`src/rtl/ps2_pkg.sv`:
```
// Scan-code constants, entry FSM state type and hex-key decoder shared by the PS/2 entry path.
// Pure definitions; no logic or state.
package ps2_pkg;

    localparam logic [7:0] SC_BREAK = 8'hF0;
    localparam logic [7:0] SC_EXT   = 8'hE0;
    localparam logic [7:0] SC_ENTER = 8'h5A;
    localparam logic [7:0] SC_BKSP  = 8'h66;
    localparam logic [7:0] SC_ESC   = 8'h76;

    typedef enum logic [1:0] {
        S_IDLE,
        S_BRK,
        S_EXT,
        S_EXT_BRK
    } ps2_state_t;

    // Returns {valid, nibble}; valid is 0 for any non-hex key.
    function automatic logic [4:0] hex_of(input logic [7:0] code);
        logic [4:0] r;
        case (code)
            8'h45:   r = 5'h10;
            8'h16:   r = 5'h11;
            8'h1E:   r = 5'h12;
            8'h26:   r = 5'h13;
            8'h25:   r = 5'h14;
            8'h2E:   r = 5'h15;
            8'h36:   r = 5'h16;
            8'h3D:   r = 5'h17;
            8'h3E:   r = 5'h18;
            8'h46:   r = 5'h19;
            8'h1C:   r = 5'h1A;
            8'h32:   r = 5'h1B;
            8'h21:   r = 5'h1C;
            8'h23:   r = 5'h1D;
            8'h24:   r = 5'h1E;
            8'h2B:   r = 5'h1F;
            default: r = 5'h00;
        endcase
        return r;
    endfunction

endpackage

```
`src/rtl/ps2_prefix_timer.sv`:
```
// Counts idle cycles while a scan-code prefix is pending; o_expire strobes on the
// TIMEOUT_CYCLES-th idle cycle. A clear in the same cycle suppresses the strobe.
module ps2_prefix_timer
    import ps2_pkg::*;
#(
    parameter int TIMEOUT_CYCLES = 100000
) (
    input  logic i_clk,
    input  logic i_rst_n,
    input  logic i_run,
    input  logic i_clear,
    output logic o_expire
);

    localparam int CW = $clog2(TIMEOUT_CYCLES + 1);

    logic [CW-1:0] r_cnt;

    assign o_expire = i_run && !i_clear && (r_cnt == CW'(TIMEOUT_CYCLES - 1));

    always_ff @(posedge i_clk or negedge i_rst_n) begin
        if (!i_rst_n) begin
            r_cnt <= '0;
        end else if (!i_run || i_clear || o_expire) begin
            r_cnt <= '0;
        end else begin
            r_cnt <= r_cnt + CW'(1);
        end
    end

endmodule

```
`src/rtl/ps2_entry_controller.sv`:
```
// Decodes PS/2 make/break/extended bytes into hex-digit edits and commits the buffer on Enter.
// All outputs registered; they update on the edge that samples scan_valid.
module ps2_entry_controller
    import ps2_pkg::*;
#(
    parameter int DIGITS         = 8,
    parameter int TIMEOUT_CYCLES = 100000,
    parameter bit REPEAT_EN      = 1'b0
) (
    input  logic                  clk,
    input  logic                  reset,
    input  logic [7:0]            scan_code,
    input  logic                  scan_valid,
    output logic [4*DIGITS-1:0]   edit_numb,
    output logic [DIGITS-1:0]     edit_mask,
    output logic [4*DIGITS-1:0]   NUMB,
    output logic [DIGITS-1:0]     MASK,
    output logic                  commit,
    output logic                  full,
    output logic                  err
);

    ps2_state_t            r_state, w_state_nxt;
    logic [4*DIGITS-1:0]   r_numb, w_numb_nxt, r_cnumb, w_cnumb_nxt;
    logic [DIGITS-1:0]     r_mask, w_mask_nxt, r_cmask, w_cmask_nxt;
    logic [7:0]            r_held, w_held_nxt;
    logic                  r_commit, w_commit_nxt, r_err, w_err_nxt;
    logic                  w_expire, w_full, w_repeat;
    logic [4:0]            w_hex;

    ps2_prefix_timer #(.TIMEOUT_CYCLES(TIMEOUT_CYCLES)) u_timer (
        .i_clk    (clk),
        .i_rst_n  (reset),
        .i_run    (r_state != S_IDLE),
        .i_clear  (scan_valid),
        .o_expire (w_expire)
    );

    assign w_hex    = hex_of(scan_code);
    assign w_full   = &r_mask;
    assign w_repeat = !REPEAT_EN && (r_held != 8'h00) && (scan_code == r_held);

    always_comb begin
        w_state_nxt  = r_state;
        w_numb_nxt   = r_numb;
        w_mask_nxt   = r_mask;
        w_cnumb_nxt  = r_cnumb;
        w_cmask_nxt  = r_cmask;
        w_held_nxt   = r_held;
        w_commit_nxt = 1'b0;
        w_err_nxt    = 1'b0;
        case (r_state)
            S_IDLE: begin
                if (scan_valid) begin
                    if (scan_code == SC_BREAK) begin
                        w_state_nxt = S_BRK;
                    end else if (scan_code == SC_EXT) begin
                        w_state_nxt = S_EXT;
                    end else begin
                        w_held_nxt = scan_code;
                        if (!w_repeat) begin
                            if (w_hex[4]) begin
                                if (w_full) begin
                                    w_err_nxt = 1'b1;
                                end else begin
                                    w_numb_nxt = {r_numb[4*DIGITS-5:0], w_hex[3:0]};
                                    w_mask_nxt = {r_mask[DIGITS-2:0], 1'b1};
                                end
                            end else if (scan_code == SC_BKSP) begin
                                w_numb_nxt = {4'h0, r_numb[4*DIGITS-1:4]};
                                w_mask_nxt = {1'b0, r_mask[DIGITS-1:1]};
                            end else if (scan_code == SC_ESC) begin
                                w_numb_nxt = '0;
                                w_mask_nxt = '0;
                            end else if (scan_code == SC_ENTER) begin
                                w_cnumb_nxt  = r_numb;
                                w_cmask_nxt  = r_mask;
                                w_commit_nxt = 1'b1;
                                w_numb_nxt   = '0;
                                w_mask_nxt   = '0;
                            end
                        end
                    end
                end
            end
            S_EXT: begin
                if (scan_valid) begin
                    w_state_nxt = (scan_code == SC_BREAK) ? S_EXT_BRK : S_IDLE;
                end else if (w_expire) begin
                    w_state_nxt = S_IDLE;
                    w_err_nxt   = 1'b1;
                end
            end
            S_BRK: begin
                if (scan_valid) begin
                    if (scan_code == r_held) begin
                        w_held_nxt = 8'h00;
                    end
                    w_state_nxt = S_IDLE;
                end else if (w_expire) begin
                    w_state_nxt = S_IDLE;
                    w_err_nxt   = 1'b1;
                end
            end
            default: begin
                if (scan_valid) begin
                    w_state_nxt = S_IDLE;
                end else if (w_expire) begin
                    w_state_nxt = S_IDLE;
                    w_err_nxt   = 1'b1;
                end
            end
        endcase
    end

    always_ff @(posedge clk or negedge reset) begin
        if (!reset) begin
            r_state  <= S_IDLE;
            r_numb   <= '0;
            r_mask   <= '0;
            r_cnumb  <= '0;
            r_cmask  <= '0;
            r_held   <= 8'h00;
            r_commit <= 1'b0;
            r_err    <= 1'b0;
        end else begin
            r_state  <= w_state_nxt;
            r_numb   <= w_numb_nxt;
            r_mask   <= w_mask_nxt;
            r_cnumb  <= w_cnumb_nxt;
            r_cmask  <= w_cmask_nxt;
            r_held   <= w_held_nxt;
            r_commit <= w_commit_nxt;
            r_err    <= w_err_nxt;
        end
    end

    assign edit_numb = r_numb;
    assign edit_mask = r_mask;
    assign NUMB      = r_cnumb;
    assign MASK      = r_cmask;
    assign commit    = r_commit;
    assign err       = r_err;
    assign full      = w_full;

endmodule

```
`config.mk`:
```
export PLATFORM = sky130hd
export DESIGN_NAME = ps2_entry_controller
export DESIGN_NICKNAME = d
export VERILOG_FILES = /design/src/rtl/ps2_pkg.sv /design/src/rtl/ps2_prefix_timer.sv /design/src/rtl/ps2_entry_controller.sv
export SDC_FILE = /design/constraint.sdc
export NUM_CORES = 1
export LEC_CHECK = 0
export BUFFER_PORTS_ARGS = -buffer_cell sky130_fd_sc_hd__buf_2
export CORE_MARGIN = 1.5
export CORE_UTILIZATION = 55
export DETAILED_ROUTE_END_ITERATION = 10
export PLACE_DENSITY = 0.86
export SYNTH_ARGS = -nofsm -noshare
export SYNTH_HDL_FRONTEND = slang
export SYNTH_HIERARCHICAL = 1
export SYNTH_SLANG_ARGS = --single-unit
```
`constraint.sdc`:
```
create_clock -name clk -period 2.3 [get_ports clk]
set_input_delay 0.23 -clock clk [delete_from_list [all_inputs] [get_ports clk]]
set_output_delay 0.23 -clock clk [all_outputs]
set_load 0.005 [all_outputs]
```
Word-level counts from Yosys, hierarchy flattened
Index checks and enable logic that the tools add are counted.
- register bits after elaboration: 109
- bits of input ports: 11
- logic and storage cells: 109
- add/subtract/negate cells: 1
- equality and inequality tests: 32
- muxes and demuxes: 44
- bitwise gates (word level): 6
- reduce and logical (&&, ||, !) cells: 17
- operators with widths (kind ; number):
    2-to-1 mux 32 bit ; 5
    == test 8 x 6 -> 1 bit (second input constant) ; 11
    2-to-1 mux 8 bit ; 10
    one-hot mux 5 bit (16 select lines) ; 1
    == test 8 x 7 -> 1 bit (second input constant) ; 5
    == test 8 x 5 -> 1 bit (second input constant) ; 3
    2-to-1 mux 1 bit ; 18
    adder 17 x 1 -> 17 bit (second input constant) ; 1
    == test 17 bit (second input constant) ; 1
    2-to-1 mux 17 bit ; 1
    == test 8 bit (second input constant) ; 2
    one-hot mux 8 bit (2 select lines) ; 1
    2-to-1 mux 2 bit ; 7
    != test 2 bit (second input constant) ; 6
    AND reduction 9 bit ; 1
    == test 8 bit ; 1
    AND reduction 8 bit ; 1
    nonzero test 8 bit ; 1
    AND reduction 7 bit ; 1
    NOT 1 bit ; 6
    AND reduction 6 bit ; 1
    one-hot mux 2 bit (2 select lines) ; 1
    nonzero test 2 bit ; 2
    nonzero test 4 bit ; 1
    8 further kinds ; 12

Logic depth before layout (Yosys ltp)
Gate-level depths: netlist of the first run.
- depth after elaboration: 10
- mapped depth: 10

Modules after synthesis
The synthesis of the first run kept the hierarchy.
- by module, submodules not included (module ; times used ; cells each ; area an instance (µm²) ; sequential area each (µm²)):
    ps2_entry_controller ; 1 ; 375 ; 4535.6 ; 2302.2
    ps2_prefix_timer ; 1 ; 85 ; 905.9 ; 425.4

Least setup slack after synthesis of the first run
No wires, ideal clock.
- kind: register -> register
- from: register r_held[0]
- to: register r_numb[10] (netlist: edit_numb[10])
- setup time: 0.125 ns
- arrival: 1.994 ns
- data required time: 2.175 ns
- slack: 0.181 ns
- cell stages (with the launch flop): 9
- buffers on the path: 2
- clock period less this slack: 2.119 ns
- cells stage by stage: dfrtp_1 nor4_1 nand2_1 and3_1 nor3_4 o211a_4 buf_6 buf_8 mux2_4
- cells in the longest elaborated chain, start to end: 4
- elaborated cells between the ends (all ways): 5
- ends and longest elaborated chain (item ; RTL line ; RTL):
    from (decl) ; ps2_entry_controller.sv:26 ; logic [7:0] r_held, w_held_nxt;
    from (signal assigned) ; ps2_entry_controller.sv:132 ; r_held <= w_held_nxt;
    == test 8 bit / nonzero test 8 bit (equally long branches) ; ps2_entry_controller.sv:41 ; assign w_repeat = !REPEAT_EN && (r_held != 8'h00) && (scan_code == r_held);
    logical AND 1 bit (*) ; ps2_entry_controller.sv:41 ;
    NOT 1 bit (no line) (*) ; -- ;
    AND reduction 7 bit (no line) (*) ; -- ;
    to (signal assigned) ; ps2_entry_controller.sv:128 ; r_numb <= w_numb_nxt;
    to (decl) ; ps2_entry_controller.sv:24 ; logic [4*DIGITS-1:0] r_numb, w_numb_nxt, r_cnumb, w_cnumb_nxt;
Every way passes the cells marked *; elsewhere a longest branch is shown, timed or not.
A chain may end at the register's enable or synchronous reset.

Worst setup path in the final report of the first run
- from: register r_held[6]
- to: register r_numb[12] (netlist: edit_numb[12])
The elaborated chain is that of the path after synthesis.

==> results.json, run 1 <==
{
  "ys_ff_latch": 109,
  "fillers": 766,
  "grt_pass1_vias": 3964,
  "place_ws_ns": 0.0925,
  "die_y_um": 102,
  "slew_headroom": 0.664,
  "ioPinCount": 94,
  "power.leakage_nw": 3.20,
  "die_w_um": 102,
  "fin_crit_sh": 0.949,
  "cts.sinks": 109,
  "fin_crit_ns": 2.18,
  "clkLatencyLatePin_ns": 0.38,
  "hpwl_mm": 8.49,
  "criticalPathCategory": "reg -> reg",
  "setup-tns-final_ns": 0,
  "combPwrFrac": 0.087,
  "syn-num-nets": 472,
  "clkSlewWorstSetupHoldPaths_ns": 0.11,
  "syn_area_mm2": 0.00544,
  "cp_max_fo": 18,
  "drt_iter0_drc": 221,
  "rsz0062_at_grt": "no",
  "drt_drc_violations_left": 0,
  "yosysWarnings": 6,
  "antenna_found_initial": 0,
  "syn_to_final_growth_pct": 16.9,
  "syn_area_per_cell_um2": 11.8,
  "seq_area_frac_synth": 0.501,
  "routed_via_density": 5.71,
  "cts_buffers": 9,
  "cts_tree": "built",
  "grt_pass1_wl_mm": 19.7,
  "vias": 3994,
  "wirelength_mm": 12.1,
  "die_area_mm2": 0.0105,
  "cap_violations": 0,
  "fp-row-count": 36,
  "setup_violations": 0,
  "start_util": 0.562,
  "final_cell_mix": "109 x dfrtp_1, 92 x buf_2, 66 x mux2_2",
  "status": "finished clean",
  "slew_viol_final": 0,
  "tightest_slew_ns": 0.505,
  "diodes": 0,
  "seq_power_share": 0.569,
  "drive_gt1_frac": 0.387,
  "grt_start_max_net_pins": 44,
  "hold_class": "in -> reg",
  "worstSetupEndpointType": "flip-flop",
  "cts_max_level": 3,
  "ys_types": 60,
  "avgRoutedWirePerCell_um": 17.2,
  "ir_drop_v": 0.000348,
  "powerDensity_mw_per_mm2": 563,
  "start_kind": "flip-flop",
  "cp.arrival_ns": 2.46,
  "clock-root-buffer": "clkbuf_8",
  "synth-main-ff-cell": "dfrtp_1",
  "reg2reg_slack_ns": 0.12,
  "clkPwrFrac": 0.344,
  "swShare": 0.266,
  "critPathRequiredTime_ns": 2.58,
  "synth-edff-count": 0,
  "gp_congestion": 0.869,
  "fin_ws_ns": 0.118,
  "coreArea_mm2": 0.00968,
  "cts.repair.resized": 0,
  "portBuffers": 93,
  "hold_violations": 0,
  "clock.fmax_mhz": 458,
  "clockBufferDepth": 2,
  "syn_inst": 460,
  "ant_nets": 0,
  "finClkSkew_ns": 0.0113,
  "final_common_cell": "dfrtp_1",
  "p_sw_uw": 953,
  "grt-ovfl-total": 0,
  "fin_nets": 573,
  "internal_power_mw": 2.63,
  "firstDrtPassIters": 4,
  "async_flop_share": 1.00,
  "grtUsageTotal": 0.241
}
[worst max-delay path: stages (launching register included)]
cell and delay (ns):
dfrtp_1 0.43, xor2_1 0.16, nor4_1 0.44, and3_1 0.35, nor3_4 0.08, o211a_4 0.17
buf_12 0.16, mux2_4 0.30
[worst paths after layout]
path | start | end | depth (start not counted)
worst max-delay path | r_held[6] | edit_numb[12] | 7
worst min-delay path | scan_valid | r_state[1] | 3
worst max register to register | r_held[6] | edit_numb[12] | 7
worst min register to register | NUMB[0] | NUMB[0] | 1
max in group asynchronous | reset | MASK[6] | 3
min in group asynchronous | reset | NUMB[5] | 2
[power by group through the flow]
stage	combinational [mW]	clock (mW)	sequential (mW)
floorplan	0.165	0	2.06
global placement	0.304	0	2.07
detailed placement	0.315	0	2.07
CTS	0.318	1.25	2.04
global route	0.351	1.32	2.05
finish	0.313	1.23	2.04
[Yosys cell counts, types with 2 or more instances]
| library cell | instances | area [um^2] |
|---|---|---|
| dfrtp_1 | 109 | 2730 |
| mux2_2 | 66 | 743 |
| a22o_1 | 30 | 263 |
| nand2_1 | 28 | 105 |
| nor2_1 | 24 | 90.1 |
| inv_1 | 23 | 86.3 |
| o21ai_0 | 13 | 65.1 |
| xnor2_1 | 13 | 114 |
| xor2_1 | 13 | 114 |
| nand4_1 | 12 | 75.1 |
| nand3_1 | 11 | 55.1 |
| buf_2 | 9 | 45.0 |
| mux2i_1 | 9 | 90.1 |
| buf_4 | 8 | 60.1 |
| nor3_1 | 8 | 40.0 |
| clkbuf_1 | 6 | 22.5 |
| nor4_1 | 6 | 37.5 |
| nor4_2 | 5 | 62.6 |
| mux2_4 | 4 | 60.1 |
| nand2b_1 | 4 | 25.0 |
| a21oi_1 | 3 | 15.0 |
| buf_6 | 3 | 33.8 |
| mux2_1 | 3 | 33.8 |
| nor2b_1 | 3 | 18.8 |
| o2111ai_1 | 3 | 26.3 |
| o21a_1 | 3 | 22.5 |
| and2_1 | 2 | 12.5 |
| and3_1 | 2 | 12.5 |
| and4_1 | 2 | 17.5 |
| nand4_2 | 2 | 25.0 |
| nand4bb_1 | 2 | 22.5 |
| nor3b_1 | 2 | 15.0 |
| nor4bb_1 | 2 | 20.0 |
[cells by family after synthesis]
| logic type | synth area share |
|---|---|
| buf+inv | 0.0490 |
| mux | 0.170 |
| fa+ha+maj | 0.00230 |
| compound gates | 0.0973 |
| flops | 0.501 |
| simple gates | 0.138 |
| xor+xnor | 0.0418 |
[final cells by class]
| class | instances | area [um^2] | area share |
|---|---|---|---|
| flip-flops and latches | 109 | 2730 | 0.429 |
| multi-input cells | 300 | 2450 | 0.385 |
| repair buffers | 118 | 721 | 0.113 |
| well taps | 133 | 166 | 0.0262 |
| clock buffers | 9 | 124 | 0.0195 |
| inverters | 23 | 86.3 | 0.0136 |
| clock inverters | 7 | 85.1 | 0.0134 |
[per-stage QoR]
step	cell area, um^2	instances	utilization	power (mW)	hold WS, ns
6_report	6360	699	0.657	3.58	0.165
5_1_grt	6360	699	0.657	3.72	0.176
4_1_cts	6360	699	0.657	3.60	0.157
3_5_place_dp	6140	682	0.634	2.39	0.235
3_3_place_gp	6140	682	0.634	2.37	0.229
2_1_floorplan	5440	460	-	2.22	-0.0656
[layer usage]
| metal | vias to the layer above | share of wire | track usage |
|---|---|---|---|
| li1 | 1864 | - | - |
| met1 | 2028 | 0.45 | 0.334 |
| met2 | 88 | 0.50 | 0.387 |
| met3 | 14 | 0.034 | 0.0397 |
| met4 | 0 | 0.014 | 0.0854 |
| met5 | - | 0 | 0 |
[flip-flops by register name (all words and copies together), names as in the netlist]
signal,cells
NUMB,32
edit_numb,32
u_timer/r_cnt,17
MASK,8
edit_mask,8
r_held,8
r_state,2
commit,1
err,1
[repair_timing]
| item | 4_1_cts | 5_1_grt |
|---|---|---|
| buffers inserted | 0 | 0 |
| hold endpoints to repair | 36 | 0 |
| hold buffers | 1 | 0 |
Note: power is estimated with default switching activity, not from simulation.
==> run 2, diff against run 1 <==
--- a/config.mk
+++ b/config.mk
@@ -8,8 +8,10 @@
 export BUFFER_PORTS_ARGS = -buffer_cell sky130_fd_sc_hd__buf_2
 export CORE_MARGIN = 1.5
 export CORE_UTILIZATION = 55
+export CTS_BUF_LIST = sky130_fd_sc_hd__clkbuf_8
 export DETAILED_ROUTE_END_ITERATION = 10
 export PLACE_DENSITY = 0.86
+export SETUP_SLACK_MARGIN = 0.5
 export SYNTH_ARGS = -nofsm -noshare
 export SYNTH_HDL_FRONTEND = slang
 export SYNTH_HIERARCHICAL = 1
==> results.json, run 2 (synthesis gave the netlist of run 1 again) <==
{
  "final-seq-area_mm2": 0.00273,
  "whs_ns": 0.150,
  "clkLatencyLatePin_ns": 0.40,
  "die_y_um": 102,
  "rsz0062_at_grt": "yes",
  "wirelength_mm": 13.1,
  "die_w_um": 102,
  "slew_headroom": 0.625,
  "drive_gt1_frac": 0.406,
  "ant_nets": 0,
  "critPathMaxStageDelay_ns": 0.43,
  "vias": 4153,
  "path_buf_inv": 1,
  "drt_drc_violations_left": 0,
  "fin_crit_ns": 2.04,
  "clock-root-buffer": "clkbuf_8",
  "final_cells": 700,
  "status": "finished clean",
  "grt-ovfl-total": 0,
  "path_cells": "xor2_1 > nor4_2 > and3_4 > nor3_4 > o211a_4 > clkbuf_16 > mux2_4",
  "grt-busiest-layer": "met2",
  "ir_drop_v": 0.000352,
  "cts_buffers": 9,
  "grt_start_max_net_pins": 44,
  "ioPinCount": 94,
  "hpwl_mm": 8.36,
  "clockBufferDepth": 2,
  "use_met3": 0.0342,
  "clkSlewWorstSetupHoldPaths_ns": 0.11,
  "gp_congestion": 0.860,
  "cp_max_fo": 8,
  "diodes": 0,
  "fin_nets": 575,
  "start_util": 0.562,
  "hold_violations": 0,
  "power.leakage_nw": 3.21,
  "utilization": 0.670,
  "cap_violations": 0,
  "gr-usage-met2": 0.392,
  "worstSetupEndpointType": "flip-flop",
  "multiInputGateArea_mm2": 0.00255,
  "cts.sinks": 109,
  "slew_viol_final": 0,
  "clock.fmax_mhz": 489,
  "final_cell_mix": "109 x dfrtp_1, 92 x buf_2, 58 x mux2_2",
  "fp-row-count": 36,
  "cp_slowest_cell": "dfrtp_1",
  "avgRoutedWirePerCell_um": 18.7,
  "drt_iter0_drc": 287,
  "start_kind": "flip-flop",
  "post-place-cells": 679,
  "grtUsageTotal": 0.241,
  "die_area_mm2": 0.0105,
  "fin_crit_sh": 0.889,
  "cts_tree": "built",
  "critPathTopFamily": "simple AND/OR/NAND/NOR gates",
  "grt_pass1_vias": 3853,
  "finClkSkew_ns": 0.0208,
  "portBuffers": 93,
  "firstDrtPassIters": 4,
  "syn_to_final_growth_pct": 19.2,
  "hold_class": "in -> reg",
  "final_common_cell": "dfrtp_1",
  "antenna_found_initial": 0,
  "fillers": 726,
  "setup-tns-final_ns": 0,
  "setup_violations": 0,
  "criticalPathCategory": "reg -> reg",
  "cp.arrival_ns": 2.32,
  "cts_max_level": 3,
  "critPathRequiredTime_ns": 2.58,
  "routed_via_density": 5.93,
  "tightest_slew_ns": 0.563,
  "grt_pass1_wl_mm": 19.5,
  "use_met1": 0.332,
  "coreArea_mm2": 0.00968,
  "powerDensity_mw_per_mm2": 542
}
-- run 2: changes by cell type in the layout (fill, tap and decap cells not counted), sizes merged --
cell | before | now
buf | 117 | 118
bufinv | 1 | 0
clkbuf | 9 | 10
clkinv | 4 | 3
clkinvlp | 0 | 1
-- run 2: what timing repair did --
action	CTS	global route
resized for setup	15	12
pin swaps	2	4
cloned	0	1
hold endpoints to repair	40	0
setup endpoints to repair	88	108
buffers inserted	1	3
hold buffers	1	0
-- run 2: power by group --
part	switching (mW)	total, mW	internal, mW
Clock	0.721	1.13	0.410
Sequential	0.0681	2.04	1.97
Combinational	0.194	0.343	0.149
-- run 2: area by class of cell --
cell class / count / area share
clock buffer: 9 / 0.0191
clock inverter: 6 / 0.00906
inverter: 23 / 0.0133
multi-input combinational: 300 / 0.393
sequential: 109 / 0.420
tap: 133 / 0.0257
timing repair buffer: 120 / 0.119
-- run 2: stage by stage --
step                cell area, um^2  total power, mW  setup slack, ns
global route                   6490             3.64            0.152
detailed placement             6140             2.39           0.0565
finish                         6490             3.51            0.255
floorplan                      5470             2.23            0.267
CTS                            6380             3.49            0.250
global placement               6140             2.37           0.0951
-- run 2: final timing paths --
check	from	to	slack (ns)	depth (start not counted)
max	r_held[6]	edit_numb[12]	0.26	7
min	scan_valid	r_state[0]	0.15	3
max reg2reg	r_held[6]	edit_numb[12]	0.26	7
min reg2reg	NUMB[31]	NUMB[31]	0.51	1
max in group asynchronous	reset	edit_numb[11]	1.24	3
min in group asynchronous	reset	edit_numb[24]	0.37	2
-- run 2: worst reg2reg max path, stage by stage, from the launching register on --
cell,delay (ns)
dfrtp_1,0.43
xor2_1,0.16
nor4_2,0.35
and3_4,0.28
nor3_4,0.05
o211a_4,0.19
clkbuf_16,0.19
mux2_4,0.30
-- run 2: per-layer routing --
layer  wire length, um  vias up
met2              6730      132
met3               606       21
met1              5540     2133
li1                  -     1867
met5                 0        -
met4               231        0
==> run 3, diff against run 2 <==
--- a/config.mk
+++ b/config.mk
@@ -10,6 +10,7 @@
 export CORE_UTILIZATION = 55
 export CTS_BUF_LIST = sky130_fd_sc_hd__clkbuf_8
 export DETAILED_ROUTE_END_ITERATION = 10
+export MAX_ROUTING_LAYER = met4
 export PLACE_DENSITY = 0.86
 export SETUP_SLACK_MARGIN = 0.5
 export SYNTH_ARGS = -nofsm -noshare
==> results.json, run 3 (synthesis gave the netlist of run 1 again) <==
{
  "setup_violations": 0,
  "portBuffers": 93,
  "syn_to_final_growth_pct": 23.2,
  "ant_nets": 0,
  "start_kind": "flip-flop",
  "cap_violations": 0,
  "final_cell_mix": "109 x dfrtp_1, 92 x buf_2, 64 x mux2_2",
  "clkLatencyLatePin_ns": 0.38,
  "drive_gt1_frac": 0.423,
  "seq_power_share": 0.557,
  "critPathMaxStageDelay_ns": 0.43,
  "slew_headroom": 0.671,
  "final_common_cell": "dfrtp_1",
  "die_area_mm2": 0.0105,
  "firstDrtPassIters": 5,
  "criticalPathCategory": "reg -> reg",
  "grtUsageTotal": 0.252,
  "grt-ovfl-total": 0,
  "setup-tns-final_ns": 0,
  "drt_drc_violations_left": 0,
  "start_util": 0.562,
  "path_buf_inv": 1,
  "power.leakage_nw": 3.32,
  "finClkSkew_ns": 0.0147,
  "clock-root-buffer": "clkbuf_8",
  "die_w_um": 102,
  "cts.sinks": 109,
  "swShare": 0.262,
  "cts_max_level": 3,
  "gp_congestion": 0.857,
  "internal_power_mw": 2.70,
  "clock.fmax_mhz": 478,
  "clockBufferDepth": 2,
  "antenna_found_initial": 0,
  "ir_drop_v": 0.000602,
  "grt_pass1_vias": 3961,
  "cp_slowest_cell": "dfrtp_1",
  "fin_crit_ns": 2.09,
  "tightest_slew_ns": 0.494,
  "ioPinCount": 94,
  "routed_via_density": 6.00,
  "critPathTopFamily": "simple AND/OR/NAND/NOR gates",
  "clkSlewWorstSetupHoldPaths_ns": 0.11,
  "critPathRequiredTime_ns": 2.58,
  "p_sw_uw": 961,
  "hold_violations": 0,
  "avgRoutedWirePerCell_um": 20.2,
  "combPwrFrac": 0.095,
  "hpwl_mm": 8.68,
  "fin_crit_sh": 0.909,
  "cts_buffers": 9,
  "path_cells": "xor2_1 > nor4_2 > and3_4 > nor3_4 > o211a_4 > clkbuf_16 > mux2_4",
  "powerDensity_mw_per_mm2": 546,
  "wirelength_mm": 14.4,
  "slew_viol_final": 0,
  "diodes": 0,
  "cp.arrival_ns": 2.37,
  "die_y_um": 102,
  "rsz0062_at_grt": "yes",
  "coreArea_mm2": 0.00968,
  "vias": 4273,
  "status": "finished clean",
  "drt_iter0_drc": 286,
  "cts_tree": "built",
  "fp-row-count": 36,
  "worstSetupEndpointType": "flip-flop",
  "utilization": 0.693,
  "fin_nets": 586,
  "cp_max_fo": 8,
  "hold_class": "in -> reg",
  "clkPwrFrac": 0.348,
  "grt_pass1_wl_mm": 19.7,
  "grt_start_max_net_pins": 41
}
## run 3: cell count changes in the layout (fill, tap and decap cells not counted), moves of 2 or more
cell	change
mux2_2	+6
clkbuf_16	+5
buf_6	+3
mux2_1	-3
mux2_4	-3
clkbuf_8	+2
inv_6	-2
inv_8	+2
## run 3: metrics by stage
step	hold WS (ns)	instance area, um^2	setup WS [ns]	std cells	power, mW
after global routing	0.165	6710	0.142	712	3.81
after CTS	0.137	6410	0.246	698	3.64
after floorplan	-0.0656	5470	0.267	460	2.23
final	0.157	6710	0.208	712	3.66
after global placement	0.207	6130	0.106	678	2.37
after detailed placement	0.223	6130	0.0765	678	2.39
## run 3: timing repair
| action | CTS | global route |
|---|---|---|
| gates cloned | 0 | 9 |
| hold buffers | 1 | 0 |
| setup buffers | 3 | 5 |
| hold endpoints to repair | 33 | 0 |
| pin swaps | 4 | 8 |
| setup endpoints to repair | 88 | 106 |
| resized for setup | 10 | 23 |
## run 3: layout make-up
cell class / instances / area [um^2]
Clock buffer: 11 / 151
Clock inverter: 5 / 66.3
Fill cell: 686 / 2980
Inverter: 23 / 86.3
Multi-Input combinational cell: 300 / 2530
Sequential cell: 109 / 2730
Tap cell: 133 / 166
Timing Repair Buffer: 131 / 973
## run 3: path summary, 6_finish.rpt
path	from	endpoint	slack (ns)	depth (start not counted)
max	r_held[6]	edit_numb[11]	0.21	7
min	scan_valid	r_state[1]	0.16	3
max reg2reg	r_held[6]	edit_numb[11]	0.21	7
min reg2reg	MASK[1]	MASK[1]	0.51	1
max in group asynchronous	reset	MASK[3]	1.28	3
min in group asynchronous	reset	edit_numb[3]	0.35	2
## run 3: worst register-to-register path, cell delays in order (launching register included)
cell and delay, ns:
dfrtp_1 0.43, xor2_1 0.17, nor4_2 0.38, and3_4 0.28, nor3_4 0.05, o211a_4 0.20, clkbuf_16 0.19, mux2_4 0.30
## run 3: layer usage
layer	up-vias	GRT usage	routed length (um)
met2	160	0.401	7240
li1	1887	-	-
met5	-	-	0
met3	31	0.0451	672
met1	2195	0.329	6120
met4	0	0.0832	374
## run 3: power by group through the flow
stage	clock (mW)	sequential, mW	combinational (mW)
final	1.27	2.04	0.349
after floorplan	0	2.06	0.168
after global routing	1.38	2.05	0.384
after global placement	0	2.07	0.303
after detailed placement	0	2.07	0.313
after CTS	1.27	2.04	0.328
